$ cat src/rtl/sdram_arb_pkg.sv
// Shared types and constants for the SDRAM port arbiter.
// Optional grant statistics are enabled with SDRAM_ARB_STATS_EN.
package sdram_arb_pkg;

    typedef enum logic [1:0] {
        ST_IDLE  = 2'd0,
        ST_OFFER = 2'd1,
        ST_BUSY  = 2'd2
    } arb_state_e;

    // Bit 1 set means a read port; bit 0 selects buffer 0 or buffer 1.
    localparam logic [1:0] PORT_WR0 = 2'd0;
    localparam logic [1:0] PORT_WR1 = 2'd1;
    localparam logic [1:0] PORT_RD0 = 2'd2;
    localparam logic [1:0] PORT_RD1 = 2'd3;

    localparam int STAT_W = 16;

    function automatic logic [STAT_W-1:0] sat_inc(input logic [STAT_W-1:0] value);
        return (&value) ? value : value + STAT_W'(1);
    endfunction

endpackage

$ cat src/rtl/sdram_arb_addr_gen.sv
// One burst address pointer: starts at BASE, steps by BURST_LEN and wraps
// back to BASE at the end of the frame buffer.
module sdram_arb_addr_gen #(
    parameter int                ADDR_W      = 23,
    parameter logic [ADDR_W-1:0] BASE        = '0,
    parameter int                FRAME_WORDS = 307200,
    parameter int                BURST_LEN   = 80
) (
    input  logic              clk,
    input  logic              rst_n,
    input  logic              load,
    input  logic              advance,
    output logic [ADDR_W-1:0] ptr
);

    // One extra bit so base + frame size cannot overflow the compare.
    localparam logic [ADDR_W:0] STEP  = (ADDR_W+1)'(BURST_LEN);
    localparam logic [ADDR_W:0] LIMIT = {1'b0, BASE} + (ADDR_W+1)'(FRAME_WORDS);

    logic [ADDR_W:0] stepped;

    assign stepped = {1'b0, ptr} + STEP;

    always_ff @(posedge clk or negedge rst_n) begin
        if (!rst_n) begin
            ptr <= BASE;
        end else if (load) begin
            ptr <= BASE;
        end else if (advance) begin
            ptr <= (stepped >= LIMIT) ? BASE : stepped[ADDR_W-1:0];
        end
    end

endmodule

$ cat src/rtl/sdram_port_arbiter.sv
// Burst scheduler sharing the SDRAM command engine between two write and two
// read frame-buffer ports, with refresh first. Macro SDRAM_ARB_STATS_EN adds oSTAT.
module sdram_port_arbiter
    import sdram_arb_pkg::*;
#(
    parameter int                BURST_LEN   = 80,
    parameter int                FIFO_DEPTH  = 512,
    parameter int                USEDW_W     = 9,
    parameter int                ADDR_W      = 23,
    parameter logic [ADDR_W-1:0] BUF0_BASE   = '0,
    parameter logic [ADDR_W-1:0] BUF1_BASE   = 23'h100000,
    parameter int                FRAME_WORDS = 307200
) (
    input  logic               iCLK,
    input  logic               iRST_N,
    input  logic [USEDW_W-1:0] iWR0_USEDW,
    input  logic [USEDW_W-1:0] iWR1_USEDW,
    input  logic [USEDW_W-1:0] iRD0_USEDW,
    input  logic [USEDW_W-1:0] iRD1_USEDW,
    input  logic               iLOAD,
    input  logic               iREF_REQ,
    output logic               oCMD_VALID,
    input  logic               iCMD_READY,
    input  logic               iCMD_DONE,
    output logic               oCMD_REFRESH,
    output logic               oCMD_WRITE,
    output logic [1:0]         oCMD_PORT,
    output logic [ADDR_W-1:0]  oCMD_ADDR,
    output logic [8:0]         oCMD_LEN,
    output logic               oBUSY
`ifdef SDRAM_ARB_STATS_EN
    ,
    output logic [4*STAT_W-1:0] oSTAT
`endif
);

    localparam logic [USEDW_W-1:0] WR_THRESH = USEDW_W'(BURST_LEN);
    localparam logic [USEDW_W-1:0] RD_THRESH = USEDW_W'(FIFO_DEPTH - BURST_LEN);
    localparam logic [8:0]         LEN_BURST = 9'(BURST_LEN);

    arb_state_e state;
    arb_state_e state_next;

    logic              sampled;
    logic              ref_q;
    logic [1:0]        wr_elig_q;
    logic [1:0]        rd_elig_q;
    logic              rr_wr;
    logic              rr_rd;

    logic              win_ref;
    logic [1:0]        win_port;
    logic              win_any;
    logic              rd_toggle;
    logic              wr_toggle;
    logic              load_cmd;
    logic              accept;
    logic [3:0]        advance;
    logic [ADDR_W-1:0] ptr [4];

    assign oCMD_VALID = (state == ST_OFFER);
    assign oBUSY      = (state == ST_BUSY);
    assign accept     = (state == ST_OFFER) && iCMD_READY;

    // Index bit 0 picks the buffer, so WR0/RD0 share BUF0 and WR1/RD1 share BUF1.
    for (genvar g = 0; g < 4; g++) begin : g_ptr
        assign advance[g] = accept && !oCMD_REFRESH && (oCMD_PORT == 2'(g));

        sdram_arb_addr_gen #(
            .ADDR_W     (ADDR_W),
            .BASE       ((g % 2 == 1) ? BUF1_BASE : BUF0_BASE),
            .FRAME_WORDS(FRAME_WORDS),
            .BURST_LEN  (BURST_LEN)
        ) u_addr_gen (
            .clk    (iCLK),
            .rst_n  (iRST_N),
            .load   (iLOAD),
            .advance(advance[g]),
            .ptr    (ptr[g])
        );
    end

    // Winner selection works on the snapshot taken in IDLE, never on live levels.
    always_comb begin
        win_ref   = 1'b0;
        win_port  = PORT_WR0;
        win_any   = 1'b0;
        rd_toggle = 1'b0;
        wr_toggle = 1'b0;
        if (ref_q) begin
            win_ref = 1'b1;
            win_any = 1'b1;
        end else if (|rd_elig_q) begin
            win_any   = 1'b1;
            rd_toggle = &rd_elig_q;
            if (&rd_elig_q) begin
                win_port = rr_rd ? PORT_RD1 : PORT_RD0;
            end else begin
                win_port = rd_elig_q[1] ? PORT_RD1 : PORT_RD0;
            end
        end else if (|wr_elig_q) begin
            win_any   = 1'b1;
            wr_toggle = &wr_elig_q;
            if (&wr_elig_q) begin
                win_port = rr_wr ? PORT_WR1 : PORT_WR0;
            end else begin
                win_port = wr_elig_q[1] ? PORT_WR1 : PORT_WR0;
            end
        end
    end

    always_comb begin
        state_next = state;
        load_cmd   = 1'b0;
        case (state)
            ST_IDLE: begin
                if (sampled && win_any) begin
                    state_next = ST_OFFER;
                    load_cmd   = 1'b1;
                end
            end
            ST_OFFER: begin
                if (iCMD_READY) begin
                    state_next = ST_BUSY;
                end
            end
            ST_BUSY: begin
                if (iCMD_DONE) begin
                    state_next = ST_IDLE;
                end
            end
            default: state_next = ST_IDLE;
        endcase
    end

    always_ff @(posedge iCLK or negedge iRST_N) begin
        if (!iRST_N) begin
            state <= ST_IDLE;
        end else begin
            state <= state_next;
        end
    end

    // The snapshot is only trusted after a full edge spent in IDLE, which
    // gives the one-cycle decision latency after reset and after each done.
    always_ff @(posedge iCLK or negedge iRST_N) begin
        if (!iRST_N) begin
            sampled   <= 1'b0;
            ref_q     <= 1'b0;
            wr_elig_q <= 2'b00;
            rd_elig_q <= 2'b00;
        end else begin
            sampled   <= (state == ST_IDLE) && (state_next == ST_IDLE);
            ref_q     <= iREF_REQ;
            wr_elig_q <= {iWR1_USEDW >= WR_THRESH, iWR0_USEDW >= WR_THRESH};
            rd_elig_q <= {iRD1_USEDW <= RD_THRESH, iRD0_USEDW <= RD_THRESH};
        end
    end

    always_ff @(posedge iCLK or negedge iRST_N) begin
        if (!iRST_N) begin
            rr_wr        <= 1'b0;
            rr_rd        <= 1'b0;
            oCMD_REFRESH <= 1'b0;
            oCMD_WRITE   <= 1'b0;
            oCMD_PORT    <= PORT_WR0;
            oCMD_ADDR    <= '0;
            oCMD_LEN     <= '0;
        end else if (load_cmd) begin
            if (rd_toggle) begin
                rr_rd <= ~rr_rd;
            end
            if (wr_toggle) begin
                rr_wr <= ~rr_wr;
            end
            oCMD_REFRESH <= win_ref;
            oCMD_WRITE   <= !win_ref && !win_port[1];
            oCMD_PORT    <= win_ref ? PORT_WR0 : win_port;
            oCMD_ADDR    <= win_ref ? '0 : ptr[win_port];
            oCMD_LEN     <= win_ref ? 9'd0 : LEN_BURST;
        end
    end

`ifdef SDRAM_ARB_STATS_EN
    logic [STAT_W-1:0] stat_cnt [4];

    always_ff @(posedge iCLK or negedge iRST_N) begin
        if (!iRST_N) begin
            for (int i = 0; i < 4; i++) begin
                stat_cnt[i] <= '0;
            end
        end else begin
            for (int i = 0; i < 4; i++) begin
                if (iLOAD) begin
                    stat_cnt[i] <= '0;
                end else if (advance[i]) begin
                    stat_cnt[i] <= sat_inc(stat_cnt[i]);
                end
            end
        end
    end

    assign oSTAT = {stat_cnt[3], stat_cnt[2], stat_cnt[1], stat_cnt[0]};
`endif

endmodule

$ cat config.mk
export PLATFORM = sky130hd
export DESIGN_NAME = sdram_port_arbiter
export DESIGN_NICKNAME = d
export VERILOG_FILES = /design/src/rtl/sdram_arb_pkg.sv /design/src/rtl/sdram_arb_addr_gen.sv /design/src/rtl/sdram_port_arbiter.sv
export SDC_FILE = /design/constraint.sdc
export NUM_CORES = 1
export LEC_CHECK = 0
export BUFFER_PORTS_ARGS = -buffer_cell sky130_fd_sc_hd__buf_4
export CORE_MARGIN = 5
export CORE_UTILIZATION = 45
export DETAILED_ROUTE_END_ITERATION = 12
export PLACE_DENSITY = 0.67
export SETUP_SLACK_MARGIN = 0.3
export SYNTH_ARGS = -nofsm -noshare
export SYNTH_HDL_FRONTEND = slang
export SYNTH_SLANG_ARGS = --single-unit
export TNS_END_PERCENT = 50
$ cat constraint.sdc
create_clock -name iCLK -period 2.85 [get_ports iCLK]
set_input_delay 0 -clock iCLK [delete_from_list [all_inputs] [get_ports iCLK]]
set_output_delay 0 -clock iCLK [all_outputs]
set_load 0.03 [all_outputs]
* Word level (Yosys, flattened, before mapping)
Index checks and enable logic that the tools add are counted.
** Word-level totals
- Flip-flop bits (word level) :: 138
- Bits of input ports :: 42
- Output and inout bits :: 38
- Word-level logic and storage cells :: 104
** Operators by class
- Add/sub/neg operators :: 4
- Order comparisons :: 9
- Equality and inequality tests :: 5
- Muxes and demuxes :: 42
- Bitwise logic cells :: 3
- Reductions and logical operators :: 25
** Operators by type and width (count)
- two-way mux 23 bit :: 15
- adder 23 x 7 -> 24 bit, second input constant :: 4
- >= comparator 24 x 19 -> 1 bit, second input constant :: 2
- >= comparator 24 x 21 -> 1 bit, second input constant :: 2
- binary-select mux 23 bit (select 2 bit) :: 1
- >= comparator 9 x 7 -> 1 bit, second input constant :: 2
- <= comparator 9 bit, second input constant :: 2
- two-way mux 1 bit :: 18
- two-way mux 2 bit :: 6
- logical AND 1 bit :: 9
- AND reduction 2 bit :: 4
- nonzero test 2 bit :: 4
- two-way mux 7 bit :: 1
- == test 2 bit, second input constant :: 3
- logical NOT 2 bit :: 3
- case mux 2 bit (3 select lines) :: 1
- == test 2 x 1 -> 1 bit, second input constant :: 2
- OR reduction 2 bit :: 2
- >= comparator 3 bit, second input constant :: 1
- logical NOT 1 bit :: 3
- inverter 2 -> 3 bit :: 1
- inverter 1 bit :: 2

* Logic depth before layout (Yosys ltp)
- Word-level depth :: 10
- Mapped depth :: 10
- Gate-level depth less buffers :: 8

* Cells and area by module
A second synthesis with hierarchy kept.
** Second synthesis, totals
- Cell total of the unflattened synthesis :: 838
- Area total of the unflattened synthesis :: 7746.2 µm²
** By module, submodules not included
- sdram_arb_addr_gen (g_ptr[1].u_addr_gen ...) :: instances 2, cells each 158, area an instance 1460.2 µm², seq. area each 476.7 µm²
- sdram_arb_addr_gen (g_ptr[0].u_addr_gen ...) :: instances 2, cells each 156, area an instance 1385.1 µm², seq. area each 475.5 µm²
- sdram_port_arbiter :: instances 1, cells each 210, area an instance 2055.7 µm², seq. area each 950.9 µm²

* Least setup slack after synthesis
No wires, ideal clock.
- Path type :: register -> register
- From :: register g_ptr[3].u_addr_gen.ptr[4]
- To :: register g_ptr[3].u_addr_gen.ptr[14]
- Setup time :: 0.079 ns
- Arrival :: 2.493 ns
- Path slack :: 0.278 ns
- Cell stages (with the launch flop) :: 10
- Path buffers :: 1
- Cell sequence :: dfrtp_1 > ha_1 > o2111ai_1 > nor3_1 > xnor2_1 > or4b_4 > a221oi_4 > buf_6 > nand4_1 > mux2i_1
** Between the ends
- Cells in the longest elaborated chain, start to end :: 5
** Ends and longest elaborated chain
- from (decl) :: line sdram_arb_addr_gen.sv:13 : output logic [ADDR_W-1:0] ptr
- from (signal assigned) :: line sdram_arb_addr_gen.sv:30 : ptr <= (stepped >= LIMIT) ? BASE : stepped[ADDR_W-1:0];
- adder 23 x 7 -> 24 bit * :: line sdram_arb_addr_gen.sv:22 : assign stepped = {1'b0, ptr} + STEP;
- >= comparator 24 x 21 -> 1 bit :: line sdram_arb_addr_gen.sv:30
- two-way mux 23 bit * :: line sdram_arb_addr_gen.sv:30
- two-way mux 23 bit * :: line sdram_arb_addr_gen.sv:29 : end else if (advance) begin
- two-way mux 23 bit * :: line sdram_arb_addr_gen.sv:27 : end else if (load) begin
Mark *: on every way between the ends. The rest lies on a longest branch, timed or not. The select of a mux whose other input is x is not followed.
A chain may end at the register's enable or synchronous reset.

* Worst setup path after layout
- From :: register g_ptr[3].u_addr_gen.ptr[14]
- To :: register g_ptr[3].u_addr_gen.ptr[6]
** Between the ends
- Cells in the longest elaborated chain, start to end :: 5
** Ends and longest elaborated chain (line)
- adder 23 x 7 -> 24 bit :: sdram_arb_addr_gen.sv:22
- >= comparator 24 x 21 -> 1 bit :: sdram_arb_addr_gen.sv:30
- two-way mux 23 bit :: sdram_arb_addr_gen.sv:30
- two-way mux 23 bit :: sdram_arb_addr_gen.sv:29
- two-way mux 23 bit :: sdram_arb_addr_gen.sv:27
No other way between the ends. The select of a mux whose other input is x is not followed.

==> summary.md <==
| Metric | Value |
|---|---|
| Placer Congestion | `0.897` |
| Dominant synthesized flop cell | `dfrtp_1` |
| Endpoints failing hold | `0` |
| Area of the multi-input gates | `4180 µm²` |
| Placeable Area | `roughly 15000 µm²` |
| TritonCTS buffer count | `9` |
| Final setup viols | `0` |
| Leakage | `about 3.8 nW` |
| Post-synthesis sequential area ratio | `39.3%` |
| CP Capture Type | `flip-flop` |
| Maxcap violations | `0` |
| Hold Path Class | `input port to flip-flop` |
| Site Rows | `45` |
| Seq. cell area | `2810 µm²` |
| Layout area overhead | `25.5%` |
| H-tree levels | `3` |
| Max Slew Vio Count | `0` |
| Post-route insts no fill | `1130` |
| Worst VDD drop | `385 µV` |
| RSZ-0062 raised after global routing | `true` |
| Die area | `~18000 µm²` |
| P_sw | `roughly 1.8 mW` |
| Reg clk slew, reported paths | `80 ps` |
| Leading area contributor after synthesis | `dfrtp_1` |
| Clock root buffer | `clkbuf_16` |
| Layout cells sized above 1 | `between 20 and 30%` |
| Clock Power Share | `24.4%` |
| Buffers on Ports | `64` |
| Cells after Synth | `~800` |
| Skew final | `13.5 ps` |
| Cell Pwr Density | `546 nW/µm²` |
| Final net count | `961` |
| Final wirelength | `20100 µm` |
| Antenna cells | `0` |
| Seq cells post-synth | `111` |
| Grt ovf | `0` |
| DRT iter0 DRCs | `701` |
| Slowest cell on the critical path | `or4b_4` |
| Post-placement cell count | `1068` |
| P_int | `3.09 mW` |
| Combinational power share | `34.0%` |
| Min cycle time layout | `2680 ps` |
| Most used cell, CP | `buf_6` |
| Layout fillers | `1378` |
| CP cell instances | `buf_6, nand4_1, nor3_2, xnor2_1, or4b_4, a221oi_4, buf_6, a21boi_1, a21o_1` |
| Slew @ Worst Pin | `656 ps` |
| Part of the power in registers | `approximately two fifths` |
| First-pass GRT wire length | `32200 µm` |
| Vias | `6662` |
| Sum Neg Setup Slack | `0 ps` |
| FFs w/ async S/R, synth | `100%` |
| Drt pass-1 iters | `5` |
| Worst reg2reg setup slack | `170 ps` |
| Critical Path RT | `3150 ps` |
| Status | `finished, final reports clean` |
| Final worst-path cycle share | `94.2%` |
| Placed inst area | `7900 µm²` |
| Avg Inst Size Synth | `8.73 µm²` |
| Die X | `135 µm` |
| Top Ports | `80` |
| Initial Utilization | `46.2%` |
| Drt via density | `5.90` |
| Max FO, Critical Path | `7` |
| Area contributors post-synth | `dfrtp_1, nand2_1, mux2_2, nor2_1, a21oi_1` |
| CTS tree | `done` |
| Yosys top cell area share | `38.6%` |
| Total Routing Usage GR | `between 20% and 30%` |
| Largest net degree at the start of global routing | `75` |
| Die extent in y | `135 µm` |
| WP data arrival | `2990 ps` |
| Most frequent cells in the layout | `buf_4, dfrtp_1, nand2_1` |
| DRC | `0` |
| Critical path class | `flip-flop to flip-flop` |
| YS warnings | `0` |
| Final ANT Viol Nets | `0` |
| Net Sw Frac | `36.2%` |
| Delay of the slowest critical-path stage | `just over 500 ps` |
| Syn Std Cell Area | `7070 µm²` |
| DP HPWL | `13800 µm` |
| Tot Pwr | `slightly below 5 mW` |
| Fmax | `0.373 GHz` |
| Vias in the first global route | `6179` |
| Initial antenna violation count | `0` |
| Unique masters post-synth | `75` |
| Clock latency on the worst-skew pair | `360 ps` |
| Kind of start point of the critical path | `flip-flop` |
| CP Buf/Inv Count | `2` |
| Final instance area | `a little under 9000 µm²` |
| Crit path max-delay family | `simple AND/OR/NAND/NOR gates` |
| Post-synth EDFFs | `0` |
| Clock sinks | `roughly 110` |
| Slew margin rel. | `a little under three fifths` |
| CTS Buffer Depth | `2` |
| Routed len/inst | `17.8 µm` |
| Commonest non-fill, non-tap cell in the layout | `buf_4` |
## final cells by class
cell class	instances	share of cell area (%)
sequential	111	31.7
clock buffer	14	2.86
tap	211	2.98
multi-input combinational	612	47.2
inverter	21	0.889
timing repair buffer	160	14.4
clock inverter	1	0.0564
## cells by family after synthesis
kind of cell	synth area share, %
AND/OR/NAND/NOR	23.2
AO/OA/AOI/OAI	21.9
multiplexers	7.22
buffers and inverters	6.07
XOR/XNOR	1.49
other	0.0531
adder cells (fa/ha/maj)	0.708
flip-flops	39.3
## worst reg2reg max path: cells and delay by family (launching register included)
kind,cells,cell delay (ps)
AO/OA/AOI/OAI,3,680
XOR/XNOR,1,180
flip-flops,1,380
AND/OR/NAND/NOR,3,1070
buffers and inverters,2,320
## sequential cells by signal (all words and copies together) (netlist names)
| signal | cells |
|---|---|
| g_ptr.u_addr_gen.ptr | 76 |
| oCMD_ADDR | 20 |
| oCMD_LEN | 1 |
| oCMD_PORT | 2 |
| oCMD_REFRESH | 1 |
| oCMD_WRITE | 1 |
| rd_elig_q | 2 |
| ref_q | 1 |
| rr_rd | 1 |
| rr_wr | 1 |
| sampled | 1 |
| state | 2 |
| wr_elig_q | 2 |
## power groups by stage
| stage | logic (mW) | registers (mW) | clock network, mW |
|---|---|---|---|
| floorplan | 0.732 | 2.25 | 0 |
| global placement | 1.56 | 2.03 | 0 |
| detailed placement | 1.57 | 2.03 | 0 |
| CTS | 1.59 | 2.01 | 1.21 |
| global route | 1.77 | 2.04 | 1.27 |
| finish | 1.65 | 2.01 | 1.18 |
## through the flow
stage | setup slack [ps] | util [%] | hold WS (ps)
6_report | 167 | 57.9 | 37.7
3_5_place_dp | 43.7 | 51.6 | 12.7
3_3_place_gp | 118 | 51.6 | 7.00
4_1_cts | 248 | 54.9 | 25.2
2_1_floorplan | 306 | - | -296
5_1_grt | 38.3 | 57.9 | 45.5
## routing by layer
metal | part of all wire (%) | GRT usage [%]
met1 | 46 | 31.5
met2 | 45 | 33.4
met3 | 7.3 | 4.98
met4 | 1.6 | 5.32
met5 | 0 | 0
## final timing paths
kind	endpoint	cells past startpoint	from
min in group asynchronous	g_ptr[3].u_addr_gen.ptr[11]$_DFFE_PN0P_	2	iRST_N
max reg2reg	g_ptr[3].u_addr_gen.ptr[6]$_DFFE_PN0P_	9	g_ptr[3].u_addr_gen.ptr[14]$_DFFE_PN0P_
min reg2reg	rr_wr$_DFFE_PN0P_	1	rr_wr$_DFFE_PN0P_
min	g_ptr[1].u_addr_gen.ptr[22]$_DFFE_PN0P_	3	iLOAD
max in group asynchronous	g_ptr[3].u_addr_gen.ptr[20]$_DFFE_PN1P_	3	iRST_N
max	g_ptr[3].u_addr_gen.ptr[6]$_DFFE_PN0P_	9	g_ptr[3].u_addr_gen.ptr[14]$_DFFE_PN0P_
## Yosys cell counts (3+ instances only)
library cell  number
ha_1               4
buf_2             13
nor2_1            71
a31oi_1           33
a41oi_1            3
a211oi_1           3
clkbuf_1          39
o211ai_1           7
nand3_1           30
nand3b_1           3
o31ai_1            8
nor4_1            19
and2_1            15
o21ai_0           31
nand2_1           79
a21oi_1           53
dfrtp_1          109
and3_1             7
nand4_1           20
a31o_2             3
mux2i_1           24
clkbuf_2           3
xor2_1             4
a21o_1            11
and4_1             7
inv_1             21
or2_2              6
or3_1              9
nand2b_1          12
or4_1              4
buf_4             14
nor3_1            18
xnor2_1            8
a22o_1            29
nor2b_1            7
mux2_2            24
a221o_1            9
## repair_timing
| action | in CTS | in global routing |
|---|---|---|
| setup endpoints to repair | 32 | 50 |
| resized for setup | 16 | 70 |
| buffers inserted | 5 | 24 |
| pin swaps | 3 | 17 |
| cloned | 0 | 4 |
| hold buffers | 14 | 0 |
| endpoints found under the hold margin | 44 | 0 |
No activity file was read; power rests on OpenSTA's default activity.
